===== src/rtl/ulpb_tx_queue_pkg.sv =====
// Shared types for the ULPB TX store-and-forward queue: FSM state codes and
// the node result decode.
package ulpb_tx_queue_pkg;

    typedef enum logic [2:0] {
        ST_IDLE   = 3'd0,
        ST_REQ    = 3'd1,
        ST_ACKLO  = 3'd2,
        ST_RESULT = 3'd3,
        ST_RESP   = 3'd4
    } state_e;

    // Both result lines high at once is treated as a failure.
    function automatic logic resp_success(input logic succ, input logic fail);
        return succ & ~fail;
    endfunction

endpackage


===== src/rtl/ulpb_tx_ram.sv =====
// Word storage for the TX queue: one write port, async read of the current word,
// async read of the message-start address, and the last flags of every entry.
module ulpb_tx_ram
    import ulpb_tx_queue_pkg::*;
#(
    parameter int ADDR_WIDTH = 8,
    parameter int DATA_WIDTH = 32,
    parameter int DEPTH_LOG2 = 3
) (
    input  logic                         clk_i,
    input  logic                         we_i,
    input  logic [DEPTH_LOG2-1:0]        wr_idx_i,
    input  logic                         wr_last_i,
    input  logic [ADDR_WIDTH-1:0]        wr_addr_i,
    input  logic [DATA_WIDTH-1:0]        wr_data_i,
    input  logic [DEPTH_LOG2-1:0]        rd_idx_i,
    output logic [DATA_WIDTH-1:0]        rd_data_o,
    input  logic [DEPTH_LOG2-1:0]        start_idx_i,
    output logic [ADDR_WIDTH-1:0]        start_addr_o,
    output logic [(1<<DEPTH_LOG2)-1:0]   last_flags_o
);
    localparam int DEPTH = 1 << DEPTH_LOG2;

    logic [DEPTH-1:0]      last_q;
    logic [ADDR_WIDTH-1:0] addr_q [DEPTH];
    logic [DATA_WIDTH-1:0] data_q [DEPTH];

    always_ff @(posedge clk_i) begin
        if (we_i) begin
            last_q[wr_idx_i] <= wr_last_i;
            addr_q[wr_idx_i] <= wr_addr_i;
            data_q[wr_idx_i] <= wr_data_i;
        end
    end

    assign rd_data_o    = data_q[rd_idx_i];
    assign start_addr_o = addr_q[start_idx_i];
    assign last_flags_o = last_q;

endmodule


===== src/rtl/ulpb_tx_queue.sv =====
// Store-and-forward message queue feeding the ULPB node TX handshake.
// Define ULPB_TX_RETRY_EN to resend a failed message up to MAX_RETRY times.
module ulpb_tx_queue
    import ulpb_tx_queue_pkg::*;
#(
    parameter int          ADDR_WIDTH = 8,
    parameter int          DATA_WIDTH = 32,
    parameter int          DEPTH_LOG2 = 3,
    parameter int unsigned MAX_RETRY  = 2
) (
    input  logic                  CLK,
    input  logic                  RESET,
    input  logic [ADDR_WIDTH-1:0] HOST_ADDR,
    input  logic [DATA_WIDTH-1:0] HOST_WDATA,
    input  logic                  HOST_WLAST,
    input  logic                  HOST_WVALID,
    output logic                  HOST_WREADY,
    output logic                  STAT_VALID,
    output logic                  STAT_SUCC,
    output logic                  ERR_OVF,
    output logic [ADDR_WIDTH-1:0] TX_ADDR,
    output logic [DATA_WIDTH-1:0] TX_DATA,
    output logic                  TX_PEND,
    output logic                  TX_REQ,
    input  logic                  TX_ACK,
    input  logic                  TX_SUCC,
    input  logic                  TX_FAIL,
    output logic                  TX_RESP_ACK
);
    localparam int DEPTH = 1 << DEPTH_LOG2;
    localparam int PW    = DEPTH_LOG2 + 1;
`ifdef ULPB_TX_RETRY_EN
    localparam bit RetryEn = 1'b1;
`else
    localparam bit RetryEn = 1'b0;
`endif

    state_e                state_q;
    logic [PW-1:0]         wr_ptr_q, rd_ptr_q, start_q, msg_cnt_q, msg_cnt_d;
    logic [3:0]            retry_cnt_q;
    logic                  last_sent_q, retry_q;
    logic                  tx_req_q, resp_ack_q, stat_valid_q, stat_succ_q, err_ovf_q;

    logic [DEPTH-1:0]      last_flags;
    logic [DATA_WIDTH-1:0] rd_data;
    logic [ADDR_WIDTH-1:0] start_addr;
    logic [PW-1:0]         occupancy, next_start, scan_idx;
    logic                  push, full, ovf, have_msg, cur_last, found;
    logic                  resp_seen, resp_succ, retry_now, retire;

    ulpb_tx_ram #(
        .ADDR_WIDTH (ADDR_WIDTH),
        .DATA_WIDTH (DATA_WIDTH),
        .DEPTH_LOG2 (DEPTH_LOG2)
    ) u_ram (
        .clk_i        (CLK),
        .we_i         (push),
        .wr_idx_i     (wr_ptr_q[DEPTH_LOG2-1:0]),
        .wr_last_i    (HOST_WLAST),
        .wr_addr_i    (HOST_ADDR),
        .wr_data_i    (HOST_WDATA),
        .rd_idx_i     (rd_ptr_q[DEPTH_LOG2-1:0]),
        .rd_data_o    (rd_data),
        .start_idx_i  (start_q[DEPTH_LOG2-1:0]),
        .start_addr_o (start_addr),
        .last_flags_o (last_flags)
    );

    // Entries stay owned by the head message until it retires.
    assign occupancy   = wr_ptr_q - start_q;
    assign full        = (occupancy == PW'(DEPTH));
    assign HOST_WREADY = ~full;
    assign push        = HOST_WVALID & ~full;
    assign ovf         = full & (msg_cnt_q == '0);
    assign have_msg    = (msg_cnt_q != '0);
    assign cur_last    = last_flags[rd_ptr_q[DEPTH_LOG2-1:0]];

    assign resp_seen = TX_SUCC | TX_FAIL;
    assign resp_succ = resp_success(TX_SUCC, TX_FAIL);
    assign retry_now = RetryEn && !resp_succ && (32'(retry_cnt_q) < MAX_RETRY);
    assign retire    = (state_q == ST_RESP) && !retry_q;
    assign msg_cnt_d = msg_cnt_q + PW'(push & HOST_WLAST) - PW'(retire);

    // Retire jumps past the head message's last word, skipping any unsent words.
    always_comb begin
        next_start = start_q;
        scan_idx   = start_q;
        found      = 1'b0;
        for (int i = 0; i < DEPTH; i++) begin
            scan_idx = start_q + PW'(i);
            if (!found && last_flags[scan_idx[DEPTH_LOG2-1:0]]) begin
                found      = 1'b1;
                next_start = scan_idx + PW'(1);
            end
        end
    end

    always_ff @(posedge CLK) begin
        if (RESET) begin
            state_q      <= ST_IDLE;
            wr_ptr_q     <= '0;
            rd_ptr_q     <= '0;
            start_q      <= '0;
            msg_cnt_q    <= '0;
            retry_cnt_q  <= '0;
            last_sent_q  <= 1'b0;
            retry_q      <= 1'b0;
            tx_req_q     <= 1'b0;
            resp_ack_q   <= 1'b0;
            stat_valid_q <= 1'b0;
            stat_succ_q  <= 1'b0;
            err_ovf_q    <= 1'b0;
        end else begin
            resp_ack_q   <= 1'b0;
            stat_valid_q <= 1'b0;
            stat_succ_q  <= 1'b0;
            err_ovf_q    <= 1'b0;
            msg_cnt_q    <= msg_cnt_d;

            if (push) begin
                wr_ptr_q <= wr_ptr_q + PW'(1);
            end else if (ovf) begin
                wr_ptr_q  <= start_q;
                err_ovf_q <= 1'b1;
            end

            case (state_q)
                ST_IDLE: begin
                    if (have_msg) begin
                        state_q  <= ST_REQ;
                        tx_req_q <= 1'b1;
                    end
                end
                ST_REQ, ST_ACKLO, ST_RESULT: begin
                    if (resp_seen) begin
                        state_q      <= ST_RESP;
                        tx_req_q     <= 1'b0;
                        resp_ack_q   <= 1'b1;
                        stat_valid_q <= !retry_now;
                        stat_succ_q  <= resp_succ;
                        retry_q      <= retry_now;
                    end else if (state_q == ST_REQ && TX_ACK) begin
                        state_q     <= ST_ACKLO;
                        tx_req_q    <= 1'b0;
                        rd_ptr_q    <= rd_ptr_q + PW'(1);
                        last_sent_q <= cur_last;
                    end else if (state_q == ST_ACKLO && !TX_ACK) begin
                        if (last_sent_q) begin
                            state_q <= ST_RESULT;
                        end else begin
                            state_q  <= ST_REQ;
                            tx_req_q <= 1'b1;
                        end
                    end
                end
                ST_RESP: begin
                    state_q <= ST_IDLE;
                    if (retry_q) begin
                        rd_ptr_q    <= start_q;
                        retry_cnt_q <= retry_cnt_q + 4'd1;
                    end else begin
                        rd_ptr_q    <= next_start;
                        start_q     <= next_start;
                        retry_cnt_q <= '0;
                    end
                end
                default: state_q <= ST_IDLE;
            endcase
        end
    end

    assign TX_REQ      = tx_req_q;
    assign TX_RESP_ACK = resp_ack_q;
    assign STAT_VALID  = stat_valid_q;
    assign STAT_SUCC   = stat_succ_q;
    assign ERR_OVF     = err_ovf_q;
    assign TX_ADDR     = have_msg ? start_addr : '0;
    assign TX_DATA     = have_msg ? rd_data : '0;
    assign TX_PEND     = have_msg & ~cur_last;

endmodule


===== config.mk =====
export PLATFORM = sky130hd
export DESIGN_NAME = ulpb_tx_queue
export DESIGN_NICKNAME = d
export VERILOG_FILES = /design/src/rtl/ulpb_tx_queue_pkg.sv /design/src/rtl/ulpb_tx_ram.sv /design/src/rtl/ulpb_tx_queue.sv
export SDC_FILE = /design/constraint.sdc
export NUM_CORES = 1
export LEC_CHECK = 0
export ABC_CLOCK_PERIOD_IN_PS = 5540
export CORE_ASPECT_RATIO = 1.25
export CORE_MARGIN = 1
export CORE_UTILIZATION = 30
export DETAILED_ROUTE_END_ITERATION = 8
export SKIP_LAST_GASP = 1
export SLEW_MARGIN = 20
export SYNTH_ARGS = -nofsm -noshare
export SYNTH_HDL_FRONTEND = slang
export SYNTH_SLANG_ARGS = --single-unit

===== constraint.sdc =====
create_clock -name CLK -period 5.54 [get_ports CLK]
set_input_delay 1.108 -clock CLK [delete_from_list [all_inputs] [get_ports CLK]]
set_output_delay 1.108 -clock CLK [all_outputs]
set_load 0.05 [all_outputs]

# Yosys cells after proc, flatten, opt, wreduce, memory -nomap -nowiden
# Memories as Yosys holds them, arrays and structs flattened. A register that Yosys moved wholly into a read port is not among the register bits.
# Cells that the tools add are included.
# W data, S select, Z words.
[word_totals] reg_bits=32 ramBits=320 inputBits=47 out_inout_bits=47 wordCells=159 n_memories=2
[classes] add_sub_neg=19 magnitude_cmp=11 eq_ne=10 n_mux=63 bitwise=11 reduce_logical=32
[mem_list] name="u_ram.data_q" depth=8 width=32 rd=1 rd_clocked_by_memory_dff=1 wr=1 line="ulpb_tx_ram.sv:26" text="logic [DATA_WIDTH-1:0] data_q [DEPTH];"
[mem_list] name="u_ram.addr_q" depth=8 width=8 rd=1 rd_clocked_by_memory_dff=1 wr=1 line="ulpb_tx_ram.sv:25" text="logic [ADDR_WIDTH-1:0] addr_q [DEPTH];"
[op_table] op="$mux W4" count=12
[op_table] op="$add A4 B1 Y4 const B" count=10
[op_table] op="$lt A3 B4 Y1 const B" count=10
[op_table] op="$mux W32" count=1
[op_table] op="$bmux W1 S3" count=9
[op_table] op="$mux W1" count=26
[op_table] op="$mux W3" count=8
[op_table] op="$add A4 B3 Y4 const B" count=4
[op_table] op="$logic_and A1 B1 Y1" count=10
[op_table] op="$add A4 B2 Y4 const B" count=2
[op_table] op="$bwmux W8" count=1
[op_table] op="$logic_not A1 Y1" count=8
[op_table] op="$mux W8" count=1
[op_table] op="$ne A4 B4 Y1 const B" count=2
[op_table] op="$pmux W4 S2" count=1
[op_table] op="$eq A3 B2 Y1 const B" count=2
[op_table] op="$ne A2 B2 Y1 const B" count=3
[op_table] op="$pmux W3 S2" count=1
[op_table] op="$reduce_and A3 Y1" count=2
[op_table] op="$reduce_bool A2 Y1" count=3
[op_table] op="$reduce_or A3 Y1" count=2
[op_table] op="$and A1 B1 Y1" count=5
[op_table] op="$not A1 Y1" count=5
[op_table] op="$add A4 B1 Y4" count=1
[op_table] op="other kinds (16)" count=17

# Longest topological paths before layout
[logic_depth] depth_word=27 mapped_depth=15

# Hierarchy
# A second synthesis with hierarchy kept.
[unflattened] cells_unflattened=842 area_unflattened_um2=15576.2
[by_module_without_submodules] mod="ulpb_tx_ram" instances=1 cells_each=484 area_each_um2=12538.3
[by_module_without_submodules] mod="ulpb_tx_queue" instances=1 cells_each=358 area_each_um2=3037.9

# Least setup slack after synthesis
# No wires, ideal clock.
[synth_path] path_kind="reg-to-reg" start="reg start_q[2]" end="mem u_ram.addr_q[3][0] (enable)" arrival_ns=5.254 required_ns=5.041 slack_ns=-0.212 stages_incl_launch_ff=10 path_buffers=2 path_cell_list="dfxtp_1 -> clkbuf_1 -> clkbuf_1 -> inv_1 -> ha_1 -> o21a_1 -> nor3_1 -> o31a_1 -> nand2_1 -> nor3b_1"
[synth_via] elab_chain_len=6
[synth_rtl] item="start, declared" line="ulpb_tx_queue.sv:39" text="logic [PW-1:0] wr_ptr_q, rd_ptr_q, start_q, msg_cnt_q, msg_cnt_d;"
[synth_rtl] item="start signal, assigned" line="ulpb_tx_queue.sv:163" text="start_q <= next_start;"
[synth_rtl] item="$sub A4 B4 Y4" line="ulpb_tx_queue.sv:70" text="assign occupancy = wr_ptr_q - start_q;"
[synth_rtl] item="$eq A4 B4 Y1" line="ulpb_tx_queue.sv:71" text="assign full = (occupancy == PW'(DEPTH));"
[synth_rtl] item="$not A1 Y1" line="ulpb_tx_queue.sv:73" text="assign push = HOST_WVALID & ~full;"
[synth_rtl] item="$and A1 B1 Y1" line="ulpb_tx_queue.sv:73"
[synth_rtl] item="$mux W1" line="ulpb_tx_ram.sv:29" text="if (we_i) begin"
[synth_rtl] item="$mux W1 (implied by the code)" line="ulpb_tx_ram.sv:31" text="addr_q[wr_idx_i] <= wr_addr_i;"
[synth_rtl] item="end, declared" line="ulpb_tx_ram.sv:25"
# No other way between the ends.

==> impl_metrics.json <==
{
  "status": "finished clean",
  "initial_core_util_pct": 30.4,
  "synth_enable_flop_cells": 328,
  "yosys.area.top_type": "edfxtp_1",
  "critPathMaxStageDelay_ns": 0.78,
  "cts_setup_buffers": 0,
  "wl_per_cell_um": 20.3,
  "synthCells": 819,
  "antenna_left": 0,
  "dp_worst_setup_slack_ns": 1.68,
  "grt_pass1_wl_um": 49900,
  "cp_num_cells": 5,
  "grt_use_total_pct": 12.9,
  "dp_hpwl_um": 19000,
  "reg2regPathDepth": 9,
  "period_share_pct": 77.6,
  "final_common_cell": "edfxtp_1",
  "cts_max_level": 2,
  "drive_gt1_share_pct": 20.9,
  "ys_seq_area_share_pct": 69.4,
  "ys_warn_count": 0,
  "final_cell_mix": "edfxtp_1 (328), mux4_2 (97), clkdlybuf4s50_1 (93)",
  "hp-class": "reg2reg",
  "finClkSkew_ns": 0.0232,
  "cts_tree": "built",
  "ys.flop_type": "edfxtp_1",
  "holdWs_ns": 0.510,
  "synth.net_count": 885,
  "finish.utilization_pct": 36.6,
  "gp_congestion": 0.824,
  "power_density_nw_per_um2": 527,
  "root_buffer": "clkbuf_16",
  "cts.clk_slew.worst_paths_ns": 0.06,
  "ios": 94,
  "rsz0062_at_grt": "false",
  "layout.nets": 1001,
  "critPathKind": "reg2out",
  "cap_violations": 0,
  "endpoint": "TX_DATA[7]",
  "dieHeight_um": 252,
  "ys_seq_elements": 357,
  "cp_top_family": "buffers and inverters",
  "path_cells": "buf_4, mux4_2, mux2i_1, nor2_1, clkdlybuf4s50_1",
  "cp_data_required_time_ns": 4.43,
  "antenna_found_initial": 3,
  "async_flop_share_pct": 0,
  "numCtsBuffers": 38,
  "rows": 91,
  "die_x_um": 202,
  "slew_violations": 0,
  "routed_wirelength_um": 32800,
  "hold_violations": 0,
  "vdd_ir_drop_max_mv": 0.327,
  "die-area_um2": 51000,
  "firstDrtPassIters": 6,
  "worst_setup_path_start_kind": "flip-flop",
  "cp_data_arrival_time_ns": 3.19,
  "slew-limit-headroom_pct": 40.2,
  "r2r_start": "start_q[1]$_SDFFE_PP0P_",
  "dr.first_iter.drc_count": 594,
  "fmax_ghz": 0.233,
  "clock_sinks": 357,
  "cp_max_fo": 31,
  "clockBufferDepth": 3,
  "synth_top_area_share_pct": 65.6,
  "ys_types": 60,
  "hold_buffers": 0,
  "routed-via-count": 7917,
  "tns_ns": 0,
  "drcViolationCount": 0,
  "worst_pin_slew_ns": 0.896,
  "synthTopCellsByArea": "edfxtp_1 (66%), mux4_2 (15%), dfxtp_1 (3.9%)",
  "areaGrowthSynthToFinish_pct": 20.4,
  "cp_num_buf_inv": 2,
  "worst_r2r_endpoint": "start_q[3]$_SDFFE_PP0P_",
  "routed_via_density": 4.91,
  "min-delay-start": "wr_ptr_q[3]$_SDFFE_PP0P_",
  "slowest_stage": "dfxtp_4",
  "io_buffers": 93,
  "p_leak_nw": 5.60,
  "nFillCells": 4673,
  "period_needed_ns": 4.30,
  "overflow": 0,
  "syn_avg_cell_area_um2": 18.3,
  "fin_ws_ns": 1.24,
  "grt_start_max_net_pins": 42,
  "grt_pass1_vias": 8294,
  "setup-violations-final": 0,
  "critPathCaptureType": "output port",
  "clk_latency_ns": 0.54,
  "cts_resized": 0,
  "rrSetupSlack_ns": 1.77,
  "power_mw": 9.52,
  "syn_area_um2": 15000,
  "core_area_um2": 49400
}
==> through the flow <==
step / cells / cell area, um2
6_report: 1614 / 18100
5_1_grt: 1613 / 18100
4_1_cts: 1613 / 18100
3_5_place_dp: 1546 / 16900
3_3_place_gp: 1546 / 16900
2_1_floorplan: 819 / 15000
==> where the power goes <==
part | switching [mW] | internal [mW] | total (mW)
Sequential | 0.202 | 3.28 | 3.48
Combinational | 2.20 | 1.37 | 3.56
Clock | 1.03 | 1.45 | 2.48
==> kinds of logic after synthesis <==
group,share of synthesized area [%]
fa+ha+maj,1.63
mux,18.8
xor+xnor,1.11
buf+inv,1.64
compound gates,3.33
simple gates,4.04
flops,69.4
==> cells in the mapped netlist, drive strengths merged (2+ instances only) <==
cell and instances:
ha 18, nor4 2, nor3 10, o31a 3, o21ai 20, buf 16, nand3 7, mux2 10
or3 4, xor2 5, a21boi 2, o31ai 2, nor2 63, nand3b 2, dfxtp 29, mux4 98
nor3b 3, a41oi 2, xnor2 14, o211ai 3, inv 17, nor2b 4, a22oi 3, o21a 4
and3 4, clkbuf 27, a21oi 15, edfxtp 328, nand4 2, mux2i 50, nand2b 4, a211oi 5
nand2 21, a221oi 2, o32a 2
==> sequential cells by signal, summed over array words and instances, names as in the netlist, named ones only <==
signal,flops
u_ram.data_q,256
ERR_OVF,1
start_q,4
last_sent_q,1
STAT_VALID,1
state_q,3
rd_ptr_q,3
STAT_SUCC,1
TX_REQ,1
msg_cnt_q,4
u_ram.last_flags_o,8
u_ram.addr_q,64
wr_ptr_q,4
==> per-layer routing <==
layer | up-vias | part of all wire [%] | track usage (%)
li1 | 3554 | - | -
met1 | 4128 | 42 | 16.2
met2 | 190 | 51 | 22.4
met3 | 41 | 5.0 | 2.90
met4 | 4 | 1.6 | 3.57
met5 | - | 0.091 | 0
==> layout make-up <==
type | count | area, um2 | area share (%)
well taps | 651 | 815 | 4.50
flip-flops and latches | 357 | 10400 | 57.7
diodes | 1 | 2.50 | 0.0138
inverters | 17 | 63.8 | 0.353
clock buffers | 47 | 1010 | 5.56
clock inverters | 20 | 215 | 1.19
repair buffers | 119 | 1140 | 6.30
multi-input cells | 402 | 4410 | 24.4
==> worst min-delay path by stage <==
stage	to	slack [ns]	cells past startpoint
after floorplan	wr_ptr_q[3]$_SDFFE_PP0P_	0.47	2
after global placement	wr_ptr_q[3]$_SDFFE_PP0P_	0.50	2
after detailed placement	wr_ptr_q[3]$_SDFFE_PP0P_	0.51	2
after CTS	wr_ptr_q[3]$_SDFFE_PP0P_	0.51	2
after global routing	wr_ptr_q[3]$_SDFFE_PP0P_	0.57	2
final	wr_ptr_q[3]$_SDFFE_PP0P_	0.51	2
==> worst min-delay path, cell delays in order (launching register included) <==
cell     delay, ns
dfxtp_1       0.33
o21ai_0       0.08
a21oi_1       0.06
Note: power is estimated with default switching activity, not from simulation.
